--- config.mk ---
export PLATFORM = sky130hd
export DESIGN_NAME = vm_txn_controller
export DESIGN_NICKNAME = d
export VERILOG_FILES = /design/src/rtl/vm_pkg.sv /design/src/rtl/vm_change_engine.sv /design/src/rtl/vm_txn_controller.sv
export SDC_FILE = /design/constraint.sdc
export NUM_CORES = 1
export LEC_CHECK = 0
export BUFFER_PORTS_ARGS = -buffer_cell sky130_fd_sc_hd__buf_2
export CAP_MARGIN = 20
export CORE_ASPECT_RATIO = 2
export CORE_UTILIZATION = 45
export DETAILED_ROUTE_END_ITERATION = 12
export PLACE_DENSITY = 0.65
export SLEW_MARGIN = 10
export SYNTH_ARGS = -nofsm -noshare
export SYNTH_HDL_FRONTEND = slang
export SYNTH_SLANG_ARGS = --single-unit
--- constraint.sdc ---
create_clock -name clk -period 3.3 [get_ports clk]
set_input_delay 0.33 -clock clk [delete_from_list [all_inputs] [get_ports clk]]
set_output_delay 0.33 -clock clk [all_outputs]
set_load 0.01 [all_outputs]
--- src/rtl/vm_pkg.sv ---
// Shared definitions for the vending-machine transaction controller.
//   - Coin acceptor codes (COIN_*), hopper change codes (CHG_*)
//   - Controller state encoding (state_t)
//   - coin_units(): coin code -> value in 5 tk units
package vm_pkg;

    localparam logic [1:0] COIN_NONE = 2'b00;
    localparam logic [1:0] COIN_5    = 2'b01;
    localparam logic [1:0] COIN_10   = 2'b10;
    localparam logic [1:0] COIN_20   = 2'b11;

    localparam logic [1:0] CHG_5     = 2'b01;
    localparam logic [1:0] CHG_10    = 2'b10;

    typedef enum logic [1:0] {
        ST_IDLE     = 2'd0,
        ST_CREDIT   = 2'd1,
        ST_DISPENSE = 2'd2,
        ST_CHANGE   = 2'd3
    } state_t;

    function automatic logic [2:0] coin_units(input logic [1:0] code);
        case (code)
            COIN_5:  coin_units = 3'd1;
            COIN_10: coin_units = 3'd2;
            COIN_20: coin_units = 3'd4;
            default: coin_units = 3'd0;
        endcase
    endfunction

endpackage

--- src/rtl/vm_change_engine.sv ---
// Change payout engine: pays the current credit back one coin at a time.
// Ports:
//   clk, reset   clock, asynchronous active-high reset
//   start        1-cycle pulse on the edge that enters the change phase
//   credit       current credit (5 tk units), owned by the controller
//   chg_ack      hopper paid the requested coin (1-cycle pulse)
//   chg_req      change coin request, held until chg_ack
//   chg_coin     coin requested, stable while chg_req
//   dec          credit must drop by dec_units on this edge
//   dec_units    value of the coin just paid
//   done         last coin paid; credit reaches zero on this edge
module vm_change_engine
    import vm_pkg::*;
#(
    parameter int CREDIT_W = 5
) (
    input  logic                clk,
    input  logic                reset,
    input  logic                start,
    input  logic [CREDIT_W-1:0] credit,
    input  logic                chg_ack,
    output logic                chg_req,
    output logic [1:0]          chg_coin,
    output logic                dec,
    output logic [CREDIT_W-1:0] dec_units,
    output logic                done
);

    logic active;

    // An ack only counts while a request is outstanding.
    assign dec       = active && chg_req && chg_ack;
    assign dec_units = (chg_coin == CHG_10) ? CREDIT_W'(2) : CREDIT_W'(1);
    assign done      = dec && (credit == dec_units);

    always_ff @(posedge clk or posedge reset) begin
        if (reset) begin
            active   <= 1'b0;
            chg_req  <= 1'b0;
            chg_coin <= 2'b00;
        end else begin
            if (start) begin
                active <= 1'b1;
            end else if (done) begin
                active <= 1'b0;
            end
            // Request drops on the ack edge and is re-raised one edge later,
            // after the controller has applied the decrement to credit.
            if (dec) begin
                chg_req <= 1'b0;
            end else if (active && !chg_req && credit != '0) begin
                chg_req  <= 1'b1;
                chg_coin <= (credit >= CREDIT_W'(2)) ? CHG_10 : CHG_5;
            end
        end
    end

endmodule

--- src/rtl/vm_txn_controller.sv ---
// Transaction sequencer for a 4-product vending machine.
// Accumulates coin credit, validates selections, runs the dispenser
// handshake, then pays change through vm_change_engine.
// Handshakes: disp_req/chg_req are levels held until the matching 1-cycle
// ack; an ack with no request outstanding is ignored. All other outputs
// except busy/disp_req are 1-cycle registered pulses.
// Ports:
//   clk, reset               clock, asynchronous active-high reset
//   coin_valid, coin_code    coin acceptor input
//   coin_accept, coin_reject coin outcome pulses
//   sel_valid, sel_id        product select
//   cancel                   refund request
//   sel_ack, sel_nack        selection outcome pulses
//   disp_req, disp_id, disp_ack   dispenser handshake
//   chg_req, chg_coin, chg_ack    hopper handshake
//   credit                   current credit, 5 tk units
//   busy                     dispensing or paying change
module vm_txn_controller
    import vm_pkg::*;
#(
    parameter int CREDIT_W    = 5,
    parameter int MAX_CREDIT  = 12,
    parameter int PRICE0      = 2,
    parameter int PRICE1      = 3,
    parameter int PRICE2      = 4,
    parameter int PRICE3      = 6,
    parameter int TIMEOUT_CYC = 1000
) (
    input  logic                clk,
    input  logic                reset,
    input  logic                coin_valid,
    input  logic [1:0]          coin_code,
    output logic                coin_accept,
    output logic                coin_reject,
    input  logic                sel_valid,
    input  logic [1:0]          sel_id,
    input  logic                cancel,
    output logic                sel_ack,
    output logic                sel_nack,
    output logic                disp_req,
    output logic [1:0]          disp_id,
    input  logic                disp_ack,
    output logic                chg_req,
    output logic [1:0]          chg_coin,
    input  logic                chg_ack,
    output logic [CREDIT_W-1:0] credit,
    output logic                busy
);

    localparam int TIMER_W = $clog2(TIMEOUT_CYC);

    function automatic logic [CREDIT_W-1:0] price_of(input logic [1:0] id);
        case (id)
            2'd0:    price_of = CREDIT_W'(PRICE0);
            2'd1:    price_of = CREDIT_W'(PRICE1);
            2'd2:    price_of = CREDIT_W'(PRICE2);
            default: price_of = CREDIT_W'(PRICE3);
        endcase
    endfunction

    state_t              state, state_next;
    logic [CREDIT_W-1:0] credit_next;
    logic [TIMER_W-1:0]  timer, timer_next;
    logic [1:0]          disp_id_next;
    logic                accept_next, reject_next, ack_next, nack_next;
    logic                chg_start;
    logic                coin_live, coin_fits, activity, cancel_hit;
    logic [CREDIT_W:0]   coin_sum;
    logic                chg_dec, chg_done;
    logic [CREDIT_W-1:0] chg_units, disp_left;

    assign coin_live  = coin_valid && (coin_code != COIN_NONE);
    assign coin_sum   = {1'b0, credit} + (CREDIT_W + 1)'(coin_units(coin_code));
    assign coin_fits  = coin_sum <= (CREDIT_W + 1)'(MAX_CREDIT);
    assign cancel_hit = (state == ST_CREDIT) && cancel;
    // Anything that restarts the inactivity timer.
    assign activity   = (coin_live && coin_fits) || sel_valid;
    assign disp_left  = credit - price_of(disp_id);

    always_comb begin
        state_next   = state;
        credit_next  = credit;
        timer_next   = timer;
        disp_id_next = disp_id;
        accept_next  = 1'b0;
        reject_next  = 1'b0;
        ack_next     = 1'b0;
        nack_next    = 1'b0;
        chg_start    = 1'b0;
        case (state)
            ST_IDLE, ST_CREDIT: begin
                if (coin_live) begin
                    if (coin_fits) begin
                        credit_next = coin_sum[CREDIT_W-1:0];
                        accept_next = 1'b1;
                        state_next  = ST_CREDIT;
                    end else begin
                        reject_next = 1'b1;
                    end
                end
                // A coin or a cancel in the same cycle wins over a select.
                if (sel_valid) begin
                    if (coin_live || cancel_hit || credit < price_of(sel_id)) begin
                        nack_next = 1'b1;
                    end else begin
                        ack_next     = 1'b1;
                        disp_id_next = sel_id;
                        state_next   = ST_DISPENSE;
                    end
                end
                if (activity) begin
                    timer_next = '0;
                end else if (state == ST_CREDIT) begin
                    timer_next = timer + TIMER_W'(1);
                end
                // Cancel refunds credit_next, so a coin in the same cycle is included.
                if (cancel_hit || (state == ST_CREDIT && !activity &&
                                   timer == TIMER_W'(TIMEOUT_CYC - 1))) begin
                    state_next = ST_CHANGE;
                    chg_start  = 1'b1;
                    timer_next = '0;
                end
            end
            ST_DISPENSE: begin
                reject_next = coin_live;
                nack_next   = sel_valid;
                if (disp_ack) begin
                    credit_next = disp_left;
                    if (disp_left != '0) begin
                        state_next = ST_CHANGE;
                        chg_start  = 1'b1;
                    end else begin
                        state_next = ST_IDLE;
                    end
                end
            end
            default: begin
                reject_next = coin_live;
                nack_next   = sel_valid;
                if (chg_dec) begin
                    credit_next = credit - chg_units;
                end
                if (chg_done) begin
                    state_next = ST_IDLE;
                end
            end
        endcase
    end

    always_ff @(posedge clk or posedge reset) begin
        if (reset) begin
            state       <= ST_IDLE;
            credit      <= '0;
            timer       <= '0;
            disp_id     <= 2'b00;
            coin_accept <= 1'b0;
            coin_reject <= 1'b0;
            sel_ack     <= 1'b0;
            sel_nack    <= 1'b0;
        end else begin
            state       <= state_next;
            credit      <= credit_next;
            timer       <= timer_next;
            disp_id     <= disp_id_next;
            coin_accept <= accept_next;
            coin_reject <= reject_next;
            sel_ack     <= ack_next;
            sel_nack    <= nack_next;
        end
    end

    assign disp_req = (state == ST_DISPENSE);
    assign busy     = (state == ST_DISPENSE) || (state == ST_CHANGE);

    vm_change_engine #(
        .CREDIT_W(CREDIT_W)
    ) u_change (
        .clk      (clk),
        .reset    (reset),
        .start    (chg_start),
        .credit   (credit),
        .chg_ack  (chg_ack),
        .chg_req  (chg_req),
        .chg_coin (chg_coin),
        .dec      (chg_dec),
        .dec_units(chg_units),
        .done     (chg_done)
    );

endmodule

; After elaboration in Yosys (flattened, before gate mapping)
; Cells that the tools add are included.
[word_totals]
word_cells = 114
regBits = 27
latch_bits = 0
n_memories = 0
ramBits = 0
output_inout_bits = 16
mem_bits_ro = 0
[op_classes]
n_reduce_logical = 34
n_addsub = 4
n_eq_ne = 16
n_mul = 0
order_cmp = 3
n_mux = 44
bitwise = 2
div_mod_pow = 0
shift = 0
[op_table]
columns = cell, count
row1 = $mux W10, 3
row2 = $mux W5, 6
row3 = $pmux W3 S3, 3
row4 = $mux W2, 10
row5 = $mux W1, 19
row6 = $eq A2 B2 Y1 const B, 7
row7 = $add A10 B1 Y10 const B, 1
row8 = $eq A10 B10 Y1 const B, 1
row9 = $logic_and A1 B1 Y1, 10
row10 = $pmux W5 S2, 1
row11 = $reduce_bool A5 Y1, 2
row12 = $sub A5 B5 Y5, 2
row13 = $reduce_bool A3 Y1, 3
row14 = $eq A2 B1 Y1 const B, 4
row15 = $add A5 B3 Y6, 1
row16 = $le A6 B4 Y1 const B, 1
row17 = $logic_not A2 Y1, 3
row18 = $reduce_and A2 Y1, 3
row19 = $reduce_bool A2 Y1, 3
row20 = $eq A5 B5 Y1, 1
row21 = $ge A5 B2 Y1 const B, 1
row22 = $logic_or A1 B1 Y1, 5
row23 = $lt A5 B5 Y1, 1
row24 = $ne A2 B2 Y1 const B, 2
row25 = 8 further kinds, 10

; Longest topological paths before layout
; Gate-level depths: netlist of run 1.
[logic_depth]
depth_word = 13
mapped_depth = 9
depth_no_buf = 9

; Modules after synthesis
; From an unflattened synthesis of run 1, not the netlist that was laid out.
[hier_totals]
hier_cells = 258
hier_area_um2 = 2203.4
[by_module_without_submodules]
columns = mod, instances, area_per_inst_um2, seq_area_each_um2, cells_per_inst
row1 = vm_txn_controller, 1, 1946.9, 575.6, 228
row2 = vm_change_engine, 1, 256.5, 100.1, 30

; Worst setup path after synthesis of run 1
; No wires, ideal clock.
[synth_path]
path_kind = flip-flop to flip-flop
startpoint = register credit[1]
endpoint = register timer[2]
synth_period_minus_slack_ns = 2.512
path_stages_with_launch = 8
arrival_time_ns = 2.379
required_ns = 3.168
setup_slack_ns = 0.788
n_path_buf = 0
cell_sequence = dfrtp_1 > ha_1 > a21o_1 > or4_4 > a211oi_4 > nand2_1 > a21oi_4 > a31oi_1
[synth_via]
elab_chain_len = 10
word_cells_on_any_way = 12
[synth_rtl]
columns = item, line_no
row1 = "start, declared", vm_txn_controller.sv:46  ; output logic [CREDIT_W-1:0] credit,
row2 = "start signal, assigned", vm_txn_controller.sv:162  ; credit <= credit_next;
row3 = $add A5 B3 Y6 *, vm_txn_controller.sv:73  ; assign coin_sum = {1'b0, credit} + (CREDIT_W + 1)'(coin_units(coin_code));
row4 = $le A6 B4 Y1 *, vm_txn_controller.sv:74  ; assign coin_fits = coin_sum <= (CREDIT_W + 1)'(MAX_CREDIT);
row5 = $logic_and A1 B1 Y1 *, vm_txn_controller.sv:77  ; assign activity = (coin_live && coin_fits) || sel_valid;
row6 = $logic_or A1 B1 Y1 *, vm_txn_controller.sv:77
row7 = $logic_not A1 Y1, vm_txn_controller.sv:117  ; if (cancel_hit || (state == ST_CREDIT && !activity &&
row8 = $logic_and A1 B1 Y1 (2 in a row), vm_txn_controller.sv:117
row9 = $logic_or A1 B1 Y1, vm_txn_controller.sv:117
row10 = $reduce_bool A3 Y1 (no source line), --
row11 = $reduce_and A2 Y1 (no source line), --
row12 = "end signal, assigned", vm_txn_controller.sv:163  ; timer <= timer_next;
row13 = "end, declared", vm_txn_controller.sv:63  ; logic [TIMER_W-1:0] timer, timer_next;
; Mark *: on every way between the ends. The rest lies on a longest branch, timed or not.
; A chain may end at the register's enable or synchronous reset.

; Worst setup path after layout of run 1
[layout_path]
startpoint = register credit[0]
endpoint = register timer[8]
; The elaborated chain is that of the path after synthesis.

==> results of run 1 <==
-- cell type report --
cell class	count	share of cell area
flip-flops and latches	27	0.311
repair buffers	27	0.0725
inverters	14	0.0242
multi-input cells	171	0.541
well taps	52	0.0299
clock buffers	3	0.0190
clock inverters	1	0.00345
-- cells in the final DEF (no fill, tap or decap), drive strengths merged, types with 2 or more instances in the layout --
cell	instances
nand3	5
nor4	2
ha	11
a2111oi	2
a21o	3
a22o	2
or4	2
nor3	2
o21a	3
buf	27
nor2b	8
nand2b	9
nor4b	2
clkbuf	3
nand2	24
and3	7
a211oi	7
dfrtp	27
o21ai	18
a31oi	9
inv	14
xnor2	4
nand4	2
nor3b	2
nand4b	2
fa	3
a21oi	16
nor2	11
-- worst max path at each step --
stage	start	end	slack, ps	cells past startpoint
2_1_floorplan	credit[1]	timer[2]	790	7
3_3_place_gp	coin_code[0]	timer[8]	440	10
3_5_place_dp	coin_code[0]	timer[8]	440	10
4_1_cts	credit[0]	timer[8]	450	8
5_1_grt	credit[0]	timer[8]	270	8
6_report	credit[0]	timer[8]	440	8
-- cells by family (layout without fill, tap and decap cells) --
kind of cell / after synthesis / after routing / synth area share
AND/OR/NAND/NOR: 82 / 82 / 0.230
buffers and inverters: 21 / 45 / 0.0421
adder cells (fa/ha/maj): 14 / 14 / 0.102
XOR/XNOR: 5 / 5 / 0.0227
flip-flops: 27 / 27 / 0.350
multiplexers: 2 / 2 / 0.0110
AO/OA/AOI/OAI: 68 / 68 / 0.242
-- state kept, by name, summed over array words and instances, names as in the netlist, 2 cells and up --
name,count
credit,5
disp_id,2
state,2
timer,10
u_change.chg_coin,2
-- cells in the mapped netlist, types with 3 or more instances --
cell      number  area, um^2
and3_1         7        43.8
o21ai_1        6        30.0
o21a_1         3        22.5
fa_1           3        60.1
o21ai_0       12        60.1
xnor2_1        4        35.0
nand2b_1       9        56.3
a21oi_1       14        70.1
a31oi_1        8        50.1
nor2b_1        8        50.1
clkbuf_1       4        15.0
a211oi_1       5        37.5
nand3_1        5        25.0
ha_1          11         138
nand2_1       24        90.1
dfrtp_1       27         676
nor2_1        11        41.3
inv_1         14        52.6
a21o_1         3        22.5
-- per-stage QoR --
stage                     total power, mW  area, um^2   util
after floorplan                      1.41        1930      -
after global placement               1.71        2100  0.514
after detailed placement             1.72        2100  0.514
after CTS                            1.92        2150  0.526
after global routing                 2.10        2180  0.532
final                                1.91        2180  0.532
-- per-layer routing --
metal	vias to the layer above	wire length, um	share of wire	GRT usage
met1	817	1820	0.38	0.236
li1	839	-	-	-
met4	0	147	0.031	0.113
met2	31	2720	0.57	0.454
met5	-	0	0	0
met3	9	94	0.020	0.0225
-- report_power, final --
part	leakage, nW	internal, mW	switching (mW)
Clock	0.0217	0.0861	0.114
Sequential	0.339	0.426	0.180
Combinational	0.641	0.476	0.628
-- worst max-delay path: stages, from the launching register on --
cell and delay [ps]:
dfrtp_1 490, ha_1 280, fa_1 540, o21ai_0 130, a2111oi_2 490, a211oi_4 110
a21oi_2 400, a41oi_1 180, a31oi_1 160
==> out/qor.txt, run 1 <==
Outcome: complete, but fails checks
Failing checks: hold timing
Largest net degree at the start of global routing: 28
Most used DFF post-synth: dfrtp_1
Setup bufs post-CTS: 0
Dpl hpwl: 3.66 mm
CP Data Required Time: 3510 ps
Drt first pass iters: 4
Die area: 0.00458 mm^2
Num CTS Buffers: 3
Hold slack: -5.76 ps
Hold Vio Cnt, Final: 7
Maximum buffer depth of the clock tree: 2
Cell variety after synth: 53
WL/cell: 16.2 um
Number of routed nets with antenna violations: 0
Mean Syn Cell Area: 8.83 um^2
Global Route Usage Sum: 0.230
Number of synthesis warnings: 0
Layout fillers: 412
Mapped Cells: 219
Share of post-route cells with drive strength above 1: 0.169
Final setup violation count: 0
Chip width: 48.3 um
Fmax achieved: 0.350 GHz
H-tree depth: 1
Die H: 94.7 um
CTS tree: yes
Site Rows: 33
Placed cells: 290
Hold buffers post-CTS: 0
Reg-to-reg endpoint: timer[8]
PortBufs: 26
Clk slew on worst S/H paths: 100 ps
# resized after CTS: 0
CTS root buffer: clkbuf_8
RSZ-0062 raised after global routing: false
Worst clock skew: 3.28 ps
WP data arrival: 3070 ps
Total grt overflow: 0
R2R cell count: 8
CP Launch Type: register
Core Region: 0.00409 mm^2
Min Tclk post-route: 2860 ps
Post-synth EDFFs: 0
Vias/cell: 5.75
Initial Utilization: 0.473
Max Slew Vio Count: 0
Maximum vdd drop: 381 uV
Reg2reg setup slack: 440 ps
Total routed wirelength: 4.78 mm
Register area share after synthesis: 0.350
Post-synthesis cell area: 0.00193 mm^2
Max_slew headroom: 0.626
Nets: 269
Max-cap violations: 0
Hold Crit Class: in -> async
Starting DRC count in detailed routing: 36
Final worst slack: 439 ps
DRC errors left: 0
Pre-CTS setup slack: 441 ps
Area growth syn-to-layout: 12.6%
GPL Wtd Cong: 0.809
Leakage: 1.00 nW
Final TNS setup: 0 ps
FF-to-FF Start: credit[0]
Via count: 1696
Final instance count without filler cells: 295
Vias in the first global route: 1718
Clock sink count: 27
Sequential Area: 676 um^2
Maximum net fanout on the critical path: 9
# diodes: 0
Global-route wire length before repair: 7.92 mm
Setup CP Type: reg -> reg
Worst Max-Slew Pin Slew: 547 ps
Final period utilization: 0.867
PwrDens: 878 mW/mm^2
Asr flop ratio synth: 1.00
Initial antenna violation count: 0
Area taken by multi-input logic gates: 0.00118 mm^2
Mapped Nets: 244
Worst skew pair latency: 280 ps
Critical path capture point type: register
Post-synthesis register bit count: 27
Top Ports: 27
No activity file was read; power rests on OpenSTA's default activity.
==> run 2, diff against run 1 <==
--- a/config.mk
+++ b/config.mk
@@ -7,11 +7,11 @@
 export LEC_CHECK = 0
 export BUFFER_PORTS_ARGS = -buffer_cell sky130_fd_sc_hd__buf_2
 export CAP_MARGIN = 20
-export CORE_ASPECT_RATIO = 2
+export CORE_ASPECT_RATIO = 1.75
 export CORE_UTILIZATION = 45
 export DETAILED_ROUTE_END_ITERATION = 12
 export PLACE_DENSITY = 0.65
-export SLEW_MARGIN = 10
+export SLEW_MARGIN = 25
 export SYNTH_ARGS = -nofsm -noshare
 export SYNTH_HDL_FRONTEND = slang
 export SYNTH_SLANG_ARGS = --single-unit
==> run 2 against run 1 <==
  * The run now ends clean
  * Hold slack improved by 100 ps
  * Register-to-register slack about the same
  * Clock skew decreased by 0.62 ps
  * Global-route usage decreased by 0.73 points
  * Combinational power about the same
  * Flip-flop and latch count unchanged
  * Sequential power decreased by 2%
==> out/qor.txt, run 2 (synthesized netlist as in run 1, its figures left out) <==
CP top delay family: compound AO/OA/AOI/OAI gates
Net switching power: 911 uW (-1.2%)
Max FFs per register: 10 (unchanged)
Reg-to-reg endpoint: timer[8]
Vias/cell: 5.84 (+1.6%)
RSZ-0062 raised after global routing: false
# diodes: 0 (unchanged)
PortBufs: 26 (unchanged)
Clk slew on worst S/H paths: 90 ps (about the same)
Combinational Power Share: 0.586 (+0.008)
Final instance count without filler cells: 292 (-1.0%)
WP data arrival: 3030 ps (-40 ps)
Setup bufs post-CTS: 0 (unchanged)
Commonest non-fill, non-tap cell in the layout: dfrtp_1
CP Launch Type: register
Num CTS Buffers: 3 (unchanged)
Sequential Area: 676 um^2 (unchanged)
Vias in the first global route: 1656 (-3.6%)
Via count: 1705 (+0.53%)
Starting DRC count in detailed routing: 36 (unchanged)
CTS root buffer: clkbuf_8
Max_slew headroom: 0.617 (-0.00884)
Initial antenna violation count: 0 (unchanged)
Flop pwr share: 0.313 (-0.004)
Final TNS setup: 0 ps (unchanged)
CTS tree: yes
Clock sink count: 27 (unchanged)
Total routed wirelength: 4.66 mm (-2.6%)
Maximum vdd drop: 484 uV (+27%)
Placed cells: 288 (-0.69%)
# resized after CTS: 0 (unchanged)
Maximum net fanout on the critical path: 10 (+1)
Number of routed nets with antenna violations: 0 (unchanged)
Most frequent cells in the layout: dfrtp_1 (27), buf_2 (26), nand2_1 (24)
PwrDens: 885 mW/mm^2 (+0.81%)
Final setup violation count: 0 (unchanged)
Drt first pass iters: 4 (unchanged)
Area taken by multi-input logic gates: 0.00118 mm^2 (unchanged)
Hold buffers post-CTS: 0 (unchanged)
CP Data Required Time: 3460 ps (-50 ps)
Top flop regs: timer x10, credit x5
CP max-delay cell: dfrtp_1
Chip width: 51.5 um (+6.6%)
Initial Utilization: 0.470 (-0.00273)
Dpl hpwl: 3.58 mm (-2.4%)
Site Rows: 31 (-6.1%)
FF-to-FF Start: credit[1]
Min Tclk post-route: 2870 ps (+10.8 ps)
Ordered cell list for the critical path: ha_1 > a21o_1 > or4_4 > a211oi_4 > nand2_1 > a21oi_4 > a31oi_1
Total grt overflow: 0 (unchanged)
Sw Ratio: 0.479 (-0.00382)
Die area: 0.00457 mm^2 (-0.12%)
Max Slew Vio Count: 0 (unchanged)
Clock share of power: 0.101 (-0.004)
Maximum buffer depth of the clock tree: 2 (unchanged)
Max-cap violations: 0 (unchanged)
Max incr delay on CP: 650 ps (+110 ps)
Biggest register: timer
Area growth syn-to-layout: 11.2%
Buf/Inv on CP: 0 (unchanged)
Core Region: 0.00411 mm^2 (+0.58%)
GPL Wtd Cong: 0.809 (about the same)
Global-route wire length before repair: 7.53 mm (-5.0%)
Fmax achieved: 0.348 GHz (-0.38%)
Leakage: 0.997 nW (-0.50%)
R2R cell count: 7 (-1)
Reg2reg setup slack: 430 ps (about the same)
H-tree depth: 1 (unchanged)
Critical path capture point type: register
Top Ports: 27 (unchanged)
Final period utilization: 0.870 (+0.00327)
Hold Vio Cnt, Final: 0 (-7)
Nets: 269 (unchanged)
Die H: 88.7 um (-6.3%)
Worst clock skew: 2.66 ps (-0.617 ps)
Worst skew pair latency: 280 ps (about the same)
Int Power: 991 uW (+0.33%)
Worst Max-Slew Pin Slew: 574 ps (+26.6 ps)
WL/cell: 15.9 um (-1.6%)
Layout fillers: 401 (-2.7%)
Share of post-route cells with drive strength above 1: 0.173 (+0.00412)
Global Route Usage Sum: 0.223 (-0.00732)
Hold Crit Class: in -> async
Outcome: complete, no violations
Setup CP Type: reg -> reg
DRC errors left: 0 (unchanged)
Largest net degree at the start of global routing: 28 (unchanged)
## run 2: changes by cell type in the layout (fill, tap and decap cells not counted), sizes merged
cell	previous run	this run
clkinv	0	1
clkinvlp	1	0
## run 2: worst max-delay path by stage
stage,start,to,slack (ps),cells past startpoint
6_report,credit[1],timer[8],430,7
5_1_grt,credit[1],timer[6],310,7
4_1_cts,credit[1],timer[6],420,7
3_5_place_dp,coin_code[1],timer[2],390,9
3_3_place_gp,coin_code[1],timer[3],430,9
2_1_floorplan,credit[1],timer[2],790,7
## run 2: worst register-to-register path, cell delays in order, from the launching register on
cell	delay, ps
dfrtp_1	650
ha_1	330
a21o_1	200
or4_4	530
a211oi_4	380
nand2_1	230
a21oi_4	300
a31oi_1	130
## run 2: area by class of cell
type | count | share of cell area
Tap cell | 49 | 0.0285
Clock buffer | 3 | 0.0192
Timing Repair Buffer | 27 | 0.0640
Inverter | 14 | 0.0244
Multi-Input combinational cell | 171 | 0.547
Clock inverter | 1 | 0.00233
Sequential cell | 27 | 0.314
## run 2: metrics by stage
stage                     setup slack, ps  area (um^2)  total power [mW]  hold WS, ps   util
after floorplan                       788         1930              1.41          383      -
after global placement                433         2100              1.70          465  0.512
after detailed placement              385         2100              1.72          431  0.512
after CTS                             424         2150              1.91          123  0.523
after global routing                  313         2150              2.09          153  0.523
final                                 428         2150              1.90         96.4  0.523
## run 2: power groups by stage
stage	clock network, mW	registers [mW]	logic, mW
after floorplan	0	0.549	0.860
after global placement	0	0.597	1.10
after detailed placement	0	0.602	1.12
after CTS	0.199	0.596	1.12
after global routing	0.215	0.612	1.26
final	0.193	0.595	1.11
## run 2: per-layer routing
layer / wire length [um] / vias to the layer above / share of wire / track usage
met4: 165 / 0 / 0.035 / 0.123
met1: 1880 / 825 / 0.40 / 0.240
li1: - / 843 / - / -
met2: 2540 / 24 / 0.54 / 0.414
met5: 0 / - / 0 / 0
met3: 68 / 13 / 0.015 / 0.0206
==> run 3, diff against run 2 <==
--- a/config.mk
+++ b/config.mk
@@ -8,9 +8,10 @@
 export BUFFER_PORTS_ARGS = -buffer_cell sky130_fd_sc_hd__buf_2
 export CAP_MARGIN = 20
 export CORE_ASPECT_RATIO = 1.75
-export CORE_UTILIZATION = 45
+export CORE_UTILIZATION = 57
 export DETAILED_ROUTE_END_ITERATION = 12
-export PLACE_DENSITY = 0.65
+export PLACE_DENSITY = 0.79
+export SKIP_CTS_REPAIR_TIMING = 1
 export SLEW_MARGIN = 25
 export SYNTH_ARGS = -nofsm -noshare
 export SYNTH_HDL_FRONTEND = slang
==> run 3 against run 2 <==
  * Global-route usage grew 7.2 points
  * Cell count is 2.1% lower
  * Combinational power about the same
  * Flip-flop and latch count is the same
  * Register-to-register slack worse by 20 ps
  * Utilization increased by 15 points
  * Clock power barely moved
  * Critical endpoint is now timer[5]
==> out/qor.txt, run 3 (synthesized netlist as in run 1, its figures left out) <==
Outcome: complete, no violations
Maximum net fanout on the critical path: 7 (-3)
Site Rows: 27 (-13%)
GPL Wtd Cong: 0.899 (+11%)
R2R cell count: 8 (+1)
Most frequent cells in the layout: dfrtp_1 (27), buf_2 (26), nand2_1 (24)
Area taken by multi-input logic gates: 0.00118 mm^2 (unchanged)
Area growth syn-to-layout: 10.7%
Net switching power: 915 uW (+0.41%)
Leakage: 0.994 nW (-0.27%)
DRC errors left: 0 (unchanged)
CP Data Required Time: 3500 ps (+40 ps)
Final worst slack: 413 ps (-15.4 ps)
Pre-CTS setup slack: 392 ps (+6.86 ps)
H-tree depth: 1 (unchanged)
Starting DRC count in detailed routing: 62 (+72%)
GR Layer Usage met1: 0.319 (+0.0796)
Final setup violation count: 0 (unchanged)
Vias/cell: 5.98 (+2.5%)
Layout fillers: 300 (-25%)
Top flop regs: timer x10, credit x5
Clock share of power: 0.102 (about the same)
Dpl hpwl: 3.58 mm (+0.18%)
CP Launch Type: register
Worst clock skew: 4.88 ps (+2.21 ps)
Share of post-route cells with drive strength above 1: 0.169 (-0.00412)
Busiest grt layer: met2
Fmax achieved: 0.346 GHz (-0.53%)
CTS root buffer: clkbuf_8
PortBufs: 26 (unchanged)
Reg-to-reg endpoint: timer[5]
Via count: 1711 (+0.35%)
Global-route wire length before repair: 7.76 mm (+3.0%)
Largest net degree at the start of global routing: 28 (unchanged)
Chip width: 46.0 um (-11%)
Drt first pass iters: 4 (unchanged)
Setup CP Type: reg -> reg
Sequential Area: 676 um^2 (unchanged)
Final period utilization: 0.875 (+0.00468)
Critical path capture point type: register
Max-cap violations: 0 (unchanged)
Initial Utilization: 0.609 (+0.139)
Worst Max-Slew Pin Slew: 609 ps (+35.2 ps)
Hold Vio Cnt, Final: 0 (unchanged)
Die area: 0.00364 mm^2 (-20%)
Global Route Usage Sum: 0.295 (+0.0717)
Maximum vdd drop: 459 uV (-5.2%)
Total routed wirelength: 4.63 mm (-0.54%)
CTS tree: yes
Combinational Power Share: 0.590 (+0.004)
Max Slew Vio Count: 0 (unchanged)
Sw Ratio: 0.480 (about the same)
Final TNS setup: 0 ps (unchanged)
Nets: 269 (unchanged)
PwrDens: 891 mW/mm^2 (+0.74%)
Top Ports: 27 (unchanged)
Met2 Use GR: 0.538 (+0.124)
Number of routed nets with antenna violations: 0 (unchanged)
FF-to-FF Start: credit[0]
Num CTS Buffers: 3 (unchanged)
Int Power: 993 uW (+0.24%)
Die H: 79.0 um (-11%)
Maximum buffer depth of the clock tree: 2 (unchanged)
Max FFs per register: 10 (unchanged)
Reg2reg setup slack: 410 ps (-20 ps)
Flop pwr share: 0.308 (-0.005)
WP data arrival: 3090 ps (+60 ps)
Clk slew on worst S/H paths: 90 ps (about the same)
Min Tclk post-route: 2890 ps (+15.4 ps)
Initial antenna violation count: 0 (unchanged)
Vias in the first global route: 1756 (+6.0%)
Commonest non-fill, non-tap cell in the layout: dfrtp_1
Total grt overflow: 0 (unchanged)
Worst skew pair latency: 280 ps (about the same)
Biggest register: timer
Met3 Use GR: 0.0205 (-0.000164)
Max_slew headroom: 0.583 (-0.0334)
Core Region: 0.00318 mm^2 (-23%)
WL/cell: 16.2 um (+1.5%)
# diodes: 0 (unchanged)
Clock sink count: 27 (unchanged)
Hold Crit Class: in -> async
RSZ-0062 raised after global routing: false
## run 3: changes by cell type in the layout (fill, tap and decap cells not counted), sizes merged
cell    before  now
clkbuf       3    4
clkinv       1    0
## run 3: worst max-delay path, stage by stage (launching register included)
cell	delay (ps)
dfrtp_1	480
ha_1	280
fa_1	540
o21ai_0	110
a2111oi_2	550
a211oi_4	120
a211oi_2	450
nand2b_1	110
a31oi_1	180
## run 3: worst max-delay path by stage
stage                  from  cells past startpoint  slack [ps]  endpoint
6_report          credit[0]                      8         410  timer[5]
5_1_grt           credit[0]                      8         280  timer[8]
4_1_cts           credit[0]                      8         430  timer[5]
3_5_place_dp   coin_code[0]                     10         390  timer[5]
3_3_place_gp   coin_code[0]                     10         500  timer[9]
2_1_floorplan     credit[1]                      7         790  timer[2]
## run 3: through the flow
| stage | hold slack, ps | utilization | std cells | power, mW | cell area (um^2) |
|---|---|---|---|---|---|
| after global placement | 468 | 0.660 | 282 | 1.68 | 2100 |
| after detailed placement | 477 | 0.660 | 282 | 1.71 | 2100 |
| after floorplan | 383 | - | 219 | 1.41 | 1930 |
| after global routing | 157 | 0.674 | 286 | 2.08 | 2140 |
| final | 97.4 | 0.674 | 286 | 1.91 | 2140 |
| after CTS | 315 | 0.674 | 286 | 1.91 | 2140 |
## run 3: metal layers
| layer | share of wire | up-vias |
|---|---|---|
| met2 | 0.57 | 42 |
| met4 | 0.032 | 0 |
| li1 | - | 839 |
| met1 | 0.38 | 819 |
| met5 | 0 | - |
| met3 | 0.023 | 11 |
## run 3: power by group through the flow
stage	sequential (mW)	combinational [mW]	clock, mW
floorplan	0.549	0.860	0
global placement	0.593	1.09	0
detailed placement	0.593	1.12	0
CTS	0.587	1.13	0.195
global route	0.611	1.27	0.207
finish	0.588	1.13	0.194
## run 3: layout make-up
class | count | area share
multi-input cells | 171 | 0.549
clock buffers | 4 | 0.0210
repair buffers | 27 | 0.0643
inverters | 14 | 0.0245
well taps | 43 | 0.0251
flip-flops and latches | 27 | 0.316
